===== src/rtl/muldiv_if.sv =====
// -----------------------------------------------------------------------------
// muldiv_if
// Pipeline-side bundle for the multi-cycle MULTU/DIVU controller.
//   master : EX-stage pipeline (drives requests, consumes stall/Hi-Lo writes)
//   slave  : muldiv_ctrl
// Signals:
//   start, op[1:0], src_a, src_b, mf_req        pipeline -> controller
//   busy, stall, hilo_signal[1:0], result, done controller -> pipeline / Hi-Lo
// -----------------------------------------------------------------------------
interface muldiv_if #(
    parameter int WIDTH = 32
);
    logic                 start;
    logic [1:0]           op;
    logic [WIDTH-1:0]     src_a;
    logic [WIDTH-1:0]     src_b;
    logic                 mf_req;
    logic                 busy;
    logic                 stall;
    logic [1:0]           hilo_signal;
    logic [2*WIDTH-1:0]   result;
    logic                 done;

    modport master (
        output start, op, src_a, src_b, mf_req,
        input  busy, stall, hilo_signal, result, done
    );

    modport slave (
        input  start, op, src_a, src_b, mf_req,
        output busy, stall, hilo_signal, result, done
    );
endinterface


===== src/rtl/muldiv_ctrl.sv =====
// -----------------------------------------------------------------------------
// muldiv_ctrl
// Iterative unsigned MULTU (shift-add) / DIVU (restoring) sequencer sitting
// beside the Hi/Lo register in EX. Produces the Hi/Lo write control and the
// {Hi,Lo} value, and stalls the front end so that no new mul/div or MFHI/MFLO
// can observe Hi/Lo before the write lands.
// Ports:
//   clk    : clock, rising edge
//   reset  : synchronous, active-high
//   bus    : muldiv_if.slave (start/op/src_a/src_b/mf_req in,
//            busy/stall/hilo_signal/result/done out)
// Build option:
//   MULDIV_EARLY_OUT_EN - when defined, MUL finishes early once every
//   multiplier bit still to be consumed is zero. Results are identical.
// -----------------------------------------------------------------------------
module muldiv_ctrl #(
    parameter int WIDTH = 32,
    parameter int CNT_W = 6
) (
    input  logic      clk,
    input  logic      reset,
    muldiv_if.slave   bus
);

    typedef enum logic [1:0] {
        IDLE = 2'b00,
        MUL  = 2'b01,
        DIV  = 2'b10,
        DONE = 2'b11
    } state_t;

    localparam logic [1:0]       OP_MULTU  = 2'b01;
    localparam logic [1:0]       OP_DIVU   = 2'b10;
    localparam logic [CNT_W-1:0] LAST_CNT  = CNT_W'(WIDTH - 1);
    localparam logic [CNT_W-1:0] WIDTH_CNT = CNT_W'(WIDTH);

    state_t               state_r, state_s;
    logic [CNT_W-1:0]     cnt_r, cnt_s;
    // MUL: {upper product, remaining multiplier}; DIV: {remainder, quotient}
    logic [2*WIDTH-1:0]   acc_r, acc_s;
    // multiplicand for MUL, divisor for DIV
    logic [WIDTH-1:0]     opnd_r, opnd_s;
    logic [1:0]           op_r, op_s;
    logic [2*WIDTH-1:0]   result_r, result_s;
    logic                 busy_r, done_r;
    logic [1:0]           hilo_r;

    logic [WIDTH:0]       mul_sum_s;
    logic [2*WIDTH-1:0]   mul_step_s;
    logic [WIDTH:0]       div_shift_s;
    logic [WIDTH:0]       div_diff_s;
    logic [2*WIDTH-1:0]   div_step_s;
    logic                 early_s;
    logic [2*WIDTH-1:0]   early_acc_s;

    // One shift-add step: the carry out of the upper-half add becomes the new MSB.
    assign mul_sum_s  = {1'b0, acc_r[2*WIDTH-1:WIDTH]} + {1'b0, opnd_r};
    assign mul_step_s = acc_r[0] ? {mul_sum_s, acc_r[WIDTH-1:1]}
                                 : {1'b0, acc_r[2*WIDTH-1:1]};

    // One restoring step: shift {rem,quot} left, trial-subtract; MSB of the
    // difference is the borrow.
    assign div_shift_s = {acc_r[2*WIDTH-1:WIDTH], acc_r[WIDTH-1]};
    assign div_diff_s  = div_shift_s - {1'b0, opnd_r};
    assign div_step_s  = div_diff_s[WIDTH]
                       ? {div_shift_s[WIDTH-1:0], acc_r[WIDTH-2:0], 1'b0}
                       : {div_diff_s[WIDTH-1:0],  acc_r[WIDTH-2:0], 1'b1};

`ifdef MULDIV_EARLY_OUT_EN
    // After cnt_r steps the unconsumed multiplier bits sit in acc_r[WIDTH-1-cnt_r:0];
    // if they are all zero the remaining steps are pure shifts.
    assign early_s     = (acc_r[WIDTH-1:0] & ({WIDTH{1'b1}} >> cnt_r)) == {WIDTH{1'b0}};
    assign early_acc_s = acc_r >> (WIDTH_CNT - cnt_r);
`else
    assign early_s     = 1'b0;
    assign early_acc_s = acc_r;
`endif

    // Next-state, datapath and output-register next values.
    always_comb begin
        state_s  = state_r;
        cnt_s    = cnt_r;
        acc_s    = acc_r;
        opnd_s   = opnd_r;
        op_s     = op_r;
        result_s = result_r;
        case (state_r)
            IDLE: begin
                if (bus.start && (bus.op == OP_MULTU)) begin
                    state_s = MUL;
                    acc_s   = {{WIDTH{1'b0}}, bus.src_b};
                    opnd_s  = bus.src_a;
                    op_s    = bus.op;
                    cnt_s   = {CNT_W{1'b0}};
                end else if (bus.start && (bus.op == OP_DIVU)) begin
                    op_s = bus.op;
                    if (bus.src_b != {WIDTH{1'b0}}) begin
                        state_s = DIV;
                        acc_s   = {{WIDTH{1'b0}}, bus.src_a};
                        opnd_s  = bus.src_b;
                        cnt_s   = {CNT_W{1'b0}};
                    end else begin
                        // Divide by zero: Hi = dividend, Lo = all ones, no iteration.
                        state_s  = DONE;
                        result_s = {bus.src_a, {WIDTH{1'b1}}};
                    end
                end else begin
                    state_s = IDLE;
                end
            end
            MUL: begin
                cnt_s = cnt_r + CNT_W'(1);
                if (early_s) begin
                    state_s  = DONE;
                    acc_s    = early_acc_s;
                    result_s = early_acc_s;
                end else if (cnt_r == LAST_CNT) begin
                    state_s  = DONE;
                    acc_s    = mul_step_s;
                    result_s = mul_step_s;
                end else begin
                    acc_s = mul_step_s;
                end
            end
            DIV: begin
                cnt_s = cnt_r + CNT_W'(1);
                acc_s = div_step_s;
                if (cnt_r == LAST_CNT) begin
                    state_s  = DONE;
                    result_s = div_step_s;
                end else begin
                    state_s = DIV;
                end
            end
            DONE: begin
                state_s = IDLE;
            end
            default: begin
                state_s = IDLE;
            end
        endcase
    end

    // State, datapath and registered outputs; synchronous reset aborts any
    // operation without a Hi/Lo write.
    always_ff @(posedge clk) begin
        if (reset) begin
            state_r  <= IDLE;
            cnt_r    <= {CNT_W{1'b0}};
            acc_r    <= {(2*WIDTH){1'b0}};
            opnd_r   <= {WIDTH{1'b0}};
            op_r     <= 2'b00;
            result_r <= {(2*WIDTH){1'b0}};
            busy_r   <= 1'b0;
            done_r   <= 1'b0;
            hilo_r   <= 2'b00;
        end else begin
            state_r  <= state_s;
            cnt_r    <= cnt_s;
            acc_r    <= acc_s;
            opnd_r   <= opnd_s;
            op_r     <= op_s;
            result_r <= result_s;
            busy_r   <= (state_s != IDLE);
            done_r   <= (state_s == DONE);
            hilo_r   <= (state_s == DONE) ? op_s : 2'b00;
        end
    end

    assign bus.busy        = busy_r;
    assign bus.done        = done_r;
    assign bus.hilo_signal = hilo_r;
    assign bus.result      = result_r;
    // DONE is included: Hi/Lo only captures at the end of that cycle. In IDLE an
    // accompanying mf instruction is older and reads the current Hi/Lo.
    assign bus.stall       = busy_r & (bus.start | bus.mf_req);

endmodule


===== src/flat_wrapper.sv =====
// flat-port wrapper written by rule: the top's interface ports become plain ports
module muldiv_ctrl_flat 
#(
    parameter int WIDTH = 32,
    parameter int CNT_W = 6
)
  (clk, reset, bus_start, bus_op, bus_src_a, bus_src_b, bus_mf_req, bus_busy, bus_stall, bus_hilo_signal, bus_result, bus_done);
  muldiv_if #(.WIDTH(WIDTH)) bus_i ();
  input  logic clk;
  input  logic reset;
  input wire logic [$bits(bus_i.start)-1:0] bus_start;
  input wire logic [$bits(bus_i.op)-1:0] bus_op;
  input wire logic [$bits(bus_i.src_a)-1:0] bus_src_a;
  input wire logic [$bits(bus_i.src_b)-1:0] bus_src_b;
  input wire logic [$bits(bus_i.mf_req)-1:0] bus_mf_req;
  output wire logic [$bits(bus_i.busy)-1:0] bus_busy;
  output wire logic [$bits(bus_i.stall)-1:0] bus_stall;
  output wire logic [$bits(bus_i.hilo_signal)-1:0] bus_hilo_signal;
  output wire logic [$bits(bus_i.result)-1:0] bus_result;
  output wire logic [$bits(bus_i.done)-1:0] bus_done;
  assign bus_i.start = bus_start;
  assign bus_i.op = bus_op;
  assign bus_i.src_a = bus_src_a;
  assign bus_i.src_b = bus_src_b;
  assign bus_i.mf_req = bus_mf_req;
  assign bus_busy = bus_i.busy;
  assign bus_stall = bus_i.stall;
  assign bus_hilo_signal = bus_i.hilo_signal;
  assign bus_result = bus_i.result;
  assign bus_done = bus_i.done;
  muldiv_ctrl #(.WIDTH(WIDTH), .CNT_W(CNT_W)) u_core (.clk(clk), .reset(reset), .bus(bus_i));
endmodule

===== config.mk =====
export PLATFORM = sky130hd
export DESIGN_NAME = muldiv_ctrl_flat
export DESIGN_NICKNAME = d
export VERILOG_FILES = /design/src/rtl/muldiv_if.sv /design/src/rtl/muldiv_ctrl.sv /design/src/flat_wrapper.sv
export SDC_FILE = /design/constraint.sdc
export NUM_CORES = 1
export LEC_CHECK = 0
export ABC_AREA = 1
export CAP_MARGIN = 20
export CELL_PAD_IN_SITES_DETAIL_PLACEMENT = 0
export CELL_PAD_IN_SITES_GLOBAL_PLACEMENT = 1
export CORE_UTILIZATION = 35
export CTS_BUF_LIST = sky130_fd_sc_hd__clkbuf_8
export CTS_CLUSTER_DIAMETER = 150
export DETAILED_ROUTE_END_ITERATION = 10
export GPL_TIMING_DRIVEN = 0
export PLACE_DENSITY = 0.8
export SLEW_MARGIN = 20
export SYNTH_ARGS = -nofsm -noshare
export SYNTH_HDL_FRONTEND = slang
export SYNTH_SLANG_ARGS = --single-unit

===== constraint.sdc =====
create_clock -name clk -period 2.44 [get_ports clk]
set_clock_uncertainty 0.1 [all_clocks]
set_input_delay 0.732 -clock clk [delete_from_list [all_inputs] [get_ports clk]]
set_output_delay 0.732 -clock clk [all_outputs]
set_load 0.02 [all_outputs]

Word level (Yosys, flattened, before mapping):

Cells that the tools add are included.

* bits of input ports: 70
* output and inout port bits: 69
* logic and storage cells: 72
* bits in registers: 174

* bitwise operators: 3
* reduce and logical (&&, ||, !) cells: 15
* $add $sub $neg: 3
* equal/unequal tests: 14
* multiplexer cells: 28

Operator list (count)
* $mux 64: 10
* $pmux 64 s3: 2
* $mux 32: 3
* $add 32x32->33: 1
* $sub 33x32->33: 1
* $reduce_bool 32->1: 1
* $mux 6: 3
* $mux 2: 6
* $pmux 6 s2: 1
* $reduce_and 3->1: 3
* $eq 2x2->1 const B: 4
* $pmux 2 s4: 1
* $reduce_bool 2->1: 4
* $add 6x1->6 const B: 1
* $eq 6x5->1 const B: 1
* $ne 2x1->1 const B: 3
* $ne 3x1->1 const B: 2
* $reduce_and 6->1: 1
* $eq 2x1->1 const B: 2
* $ne 2x2->1 const B: 2
* $reduce_or 2->1: 2
* $reduce_bool 3->1: 1
* $logic_and 1x1->1: 2
* $logic_not 2->1: 1
* other kinds (4): 5

Longest topological paths before layout:

* word-level depth: 8
* gate-level depth with buffers: 20
* mapped depth without buffers: 19

Least setup slack after synthesis:

OpenSTA, ideal clock, no wires.

* kind: reg-to-reg
* from: register u_core.acc_r[31]
* to: register u_core.acc_r[33]
* arrival: 2197 ps
* setup time: 126 ps
* clock period less this slack: 2423 ps
* stages on the path, launching flop included: 21
* path buffers: 1
* path slack: 17 ps
* required time: 2214 ps
* cell sequence: dfxtp_1 inv_1 ha_1 fa_1 inv_1 nand2_1 nand2_1 nand3_1 nand2_2 nand2_2 nand2_4 nand2_4 nand2_4 nand2_4 nand2_2 buf_6 nand2_1 nand3_1 nand2_1 nand2_1 a21oi_2

* cells in the longest elaborated chain, start to end: 3

RTL lines
* start, declared: RTL line muldiv_ctrl.sv:40 `logic [2*WIDTH-1:0] acc_r, acc_s;`
* start signal, assigned: RTL line muldiv_ctrl.sv:150 `acc_r <= {(2*WIDTH){1'b0}};`
* start signal, assigned: RTL line muldiv_ctrl.sv:160 `acc_r <= acc_s;`
* $sub 33x32->33: RTL line muldiv_ctrl.sv:64 `assign div_diff_s = div_shift_s - {1'b0, opnd_r};`
* $mux 64: RTL line muldiv_ctrl.sv:66 `? {div_shift_s[WIDTH-1:0], acc_r[WIDTH-2:0], 1'b0}`
* $pmux 64 s3: RTL line muldiv_ctrl.sv:87 `case (state_r)`

No other way between the ends.
A chain may end at the register's enable or synchronous reset.

Worst setup path in the final report:

* from: register u_core.acc_r[31]
* to: register u_core.acc_r[45]

The elaborated chain is that of the path after synthesis.

==> results.py <==
metrics = {
    "sta": {
        "final_max_slew_viol_count": 0,
        "relSlewSlack_pct": 49.61,
        "hold_violations": 0,
        "rsz0062_at_grt": "yes",
        "tns_ns": -14.40,
        "worstMarginPinSlew_ns": 0.7559,
        "fin_crit_sh_pct": 111.4,
        "setup_ws_ns": -0.2787,
        "fmax_mhz": 367.8,
        "post-route-min-period_ns": 2.719,
        "setup_viol": 73,
    },
    "cells_and_area": {
        "drive_gt1_share_pct": 20.50,
        "layout.cells.non_filler": 3004,
        "fin_util_pct": 48.62,
        "finalNetCount": 2622,
        "fillers": 4065,
        "diodes": 0,
        "final_area_um2": 18440,
        "area_growth_pct": 35.47,
    },
    "logic_synthesis": {
        "netlist_top_cells_area": "dfxtp_1 (26%), nand2_1 (17%), o21ai_0 (9.8%), inv_1 (8.9%), a21oi_1 (8.1%)",
        "synthCells": 2280,
        "synth_top_area_share_pct": 25.59,
        "synth_area_um2": 13610,
        "avgSynthCellArea_um2": 5.971,
        "synth_ff_type": "dfxtp_1",
        "synth_async_sr_flop_share_pct": 0,
        "synth_edf_count": 0,
        "yosys.area.top_type": "dfxtp_1",
        "synth_nets": 2422,
        "ys_types": 46,
        "ys_seq_area_share_pct": 25.59,
        "yosysWarnings": 0,
        "ys_ff_latch": 174,
    },
    "floorplan": {
        "ios": 139,
        "die_width_um": 199.2,
        "rows": 71,
        "die_area_um2": 39690,
        "die_y_um": 199.2,
        "initial_core_util_pct": 35.89,
        "coreArea_um2": 37930,
    },
    "worst_hold_path": {
        "hp-class": "reg2reg",
        "holdPathEnd": "u_core.bus.result[14]",
        "whs_path_depth": 2,
        "hold_path_startpoint": "u_core.bus.result[14]",
    },
    "setup_path": {
        "r2r-start": "u_core.acc_r[31]",
        "cp.arrival_ns": 3.04,
        "rr_worst_depth": 20,
        "critPathLaunchType": "register",
        "r2r_end": "u_core.acc_r[45]",
        "cp_data_required_time_ns": 2.76,
        "worstPathMaxFanout": 5,
        "path_class": "reg2reg",
        "r2r_setup_slack_ns": -0.28,
        "cp-end-kind": "register",
    },
    "placement": {
        "gp_congestion": 0.9615,
        "hpwl_mm": 48.35,
        "port_buffers": 138,
        "pre_cts_ws_ns": -1.252,
        "placed_area_um2": 15640,
        "place_inst": 2929,
    },
    "detailed_routing": {
        "drt_iter0_drc": 1456,
        "via_per_inst": 5.372,
        "dr_total_vias": 16137,
        "wirelength_mm": 60.57,
        "avgRoutedWirePerCell_um": 20.16,
        "drc": 0,
        "dr.pass1.iters": 6,
        "postRouteAntennaNets": 0,
    },
    "power_and_ir_drop": {
        "power.density_nw_per_um2": 1150,
        "leakagePower_nw": 8.562,
        "peakVddDrop_uv": 482.9,
    },
    "grt": {
        "grt_pass1_wl_mm": 87.82,
        "grt_max_degree": 17,
        "grt_antenna_before_repair": 0,
        "grt_pass1_vias": 14895,
        "gr-total-overflow": 0,
        "grt_usage_pct": 29.77,
    },
    "clocking": {
        "htreeDepth": 4,
        "cts_made_buffers": 17,
        "cts_root_buffer": "clkbuf_8",
        "cts.path.max_buffers": 2,
        "cts_sinks": 174,
        "cts_tree": "built",
        "cts_hold_buf": 0,
        "clkTransAtPathRegs_ns": 0.10,
        "clk-insertion-delay-late_ns": 0.49,
    },
    "run": {
        "maxCapViolCount": 0,
    },
    "run_status": {
        "run_status": "finished, violations left",
        "violations": "setup timing",
    },
}
[critical path: stages, from the launching register on]
cell and delay, ns:
dfxtp_2 0.36, inv_4 0.06, ha_4 0.17, fa_2 0.41
inv_2 0.08, nand2_2 0.05, nand2_2 0.07, nand3_2 0.09
nand2_4 0.12, nand2_4 0.05, nand2_4 0.08, nand2_8 0.08
nand2_8 0.09, buf_6 0.11, nand2_8 0.08, buf_6 0.17
nand3_2 0.07, nand3_1 0.08, nand2_1 0.10, nand2_2 0.06
a21oi_1 0.14
[repair_timing]
item,in CTS,in global routing
gates cloned,7,4
pin swaps,44,67
buffers inserted,25,15
resized for setup,304,326
endpoints found under the setup margin,172,166
[flip-flops by register name, summed over array words and instances, names as in the netlist]
name and flops:
u_core.acc_r 64, u_core.bus.busy 1, u_core.bus.done 1, u_core.bus.hilo_signal 2, u_core.bus.result 64, u_core.cnt_r 6, u_core.op_r 2, u_core.opnd_r 32
u_core.state_r 2
[metrics by stage]
stage	power, W	hold slack [ns]
after floorplan	0.01124	0.3539
after CTS	0.01977	0.3936
final	0.02122	0.3903
after global routing	0.02252	0.4132
after global placement	0.01499	0.3664
after detailed placement	0.01506	0.3712
[routing by layer]
metal / share of wire [%] / GRT usage [%] / up-vias
met5: 0 / 0 / -
met4: 3.7 / 12.17 / 0
met3: 6.8 / 4.456 / 82
met2: 44 / 46.06 / 641
met1: 46 / 41.08 / 7544
li1: - / - / 7870
[placed cells by master, fill, tap and decap left out, types with 47 or more instances in the layout]
master	count
nand2_1	503
inv_1	300
nor2_1	172
a21oi_1	165
dfxtp_1	147
ha_1	47
clkdlybuf4s50_1	113
a21oi_2	59
nand2_2	68
o21ai_0	207
nand3_1	93
[area by class of cell]
class	instances	area, um2	area share [%]
buffer	102	653.1	3.541
clock buffer	18	247.7	1.343
clock inverter	14	177.7	0.9633
inverter	329	1246	6.757
multi-input combinational	1669	9941	53.90
sequential	174	3520	19.08
tap	511	639.4	3.467
timing repair buffer	187	2019	10.95
[worst max-delay path by stage]
stage,start,endpoint,cells past startpoint
finish,u_core.acc_r[31],u_core.acc_r[45],20
global route,u_core.acc_r[31],u_core.acc_r[45],20
CTS,u_core.acc_r[31],u_core.bus.result[41],20
detailed placement,bus_src_b[26],u_core.opnd_r[2],11
global placement,bus_src_b[26],u_core.opnd_r[2],11
floorplan,u_core.acc_r[31],u_core.acc_r[33],20
[cell families (layout without fill, tap and decap cells)]
| logic type | Yosys count | in the layout | share of synthesized area (%) |
|---|---|---|---|
| AO/OA/AOI/OAI | 577 | 577 | 23.47 |
| XOR/XNOR | 13 | 13 | 0.8363 |
| adder cells (fa/ha/maj) | 72 | 72 | 6.727 |
| buffers and inverters | 437 | 650 | 12.66 |
| flip-flops | 174 | 174 | 25.59 |
| AND/OR/NAND/NOR | 1007 | 1007 | 30.72 |
[synth_stat cells (4+ instances only)]
master and number:
nand2_1 599, inv_1 324, o21ai_0 266, a21oi_1 220
nor2_1 189, dfxtp_1 174, nand3_1 144, clkbuf_1 70
ha_1 70, a211oi_1 31, a221o_1 27, buf_2 20
nand4_1 15, nor3_1 14, nand3b_1 12, o211ai_1 11
nand2_2 10, xnor2_1 10, buf_1 9, buf_6 7
o21bai_1 7, and2_1 6, a21oi_2 4, inv_2 4
nand2_4 4, nor4_1 4
[power breakdown]
part | internal, W | switching (W) | total [W]
clock | 0.00106 | 0.00124 | 0.00230
sequential | 0.00351 | 0.000711 | 0.00422
combinational | 0.00548 | 0.00922 | 0.0147
(Power assumes the default switching activity.)
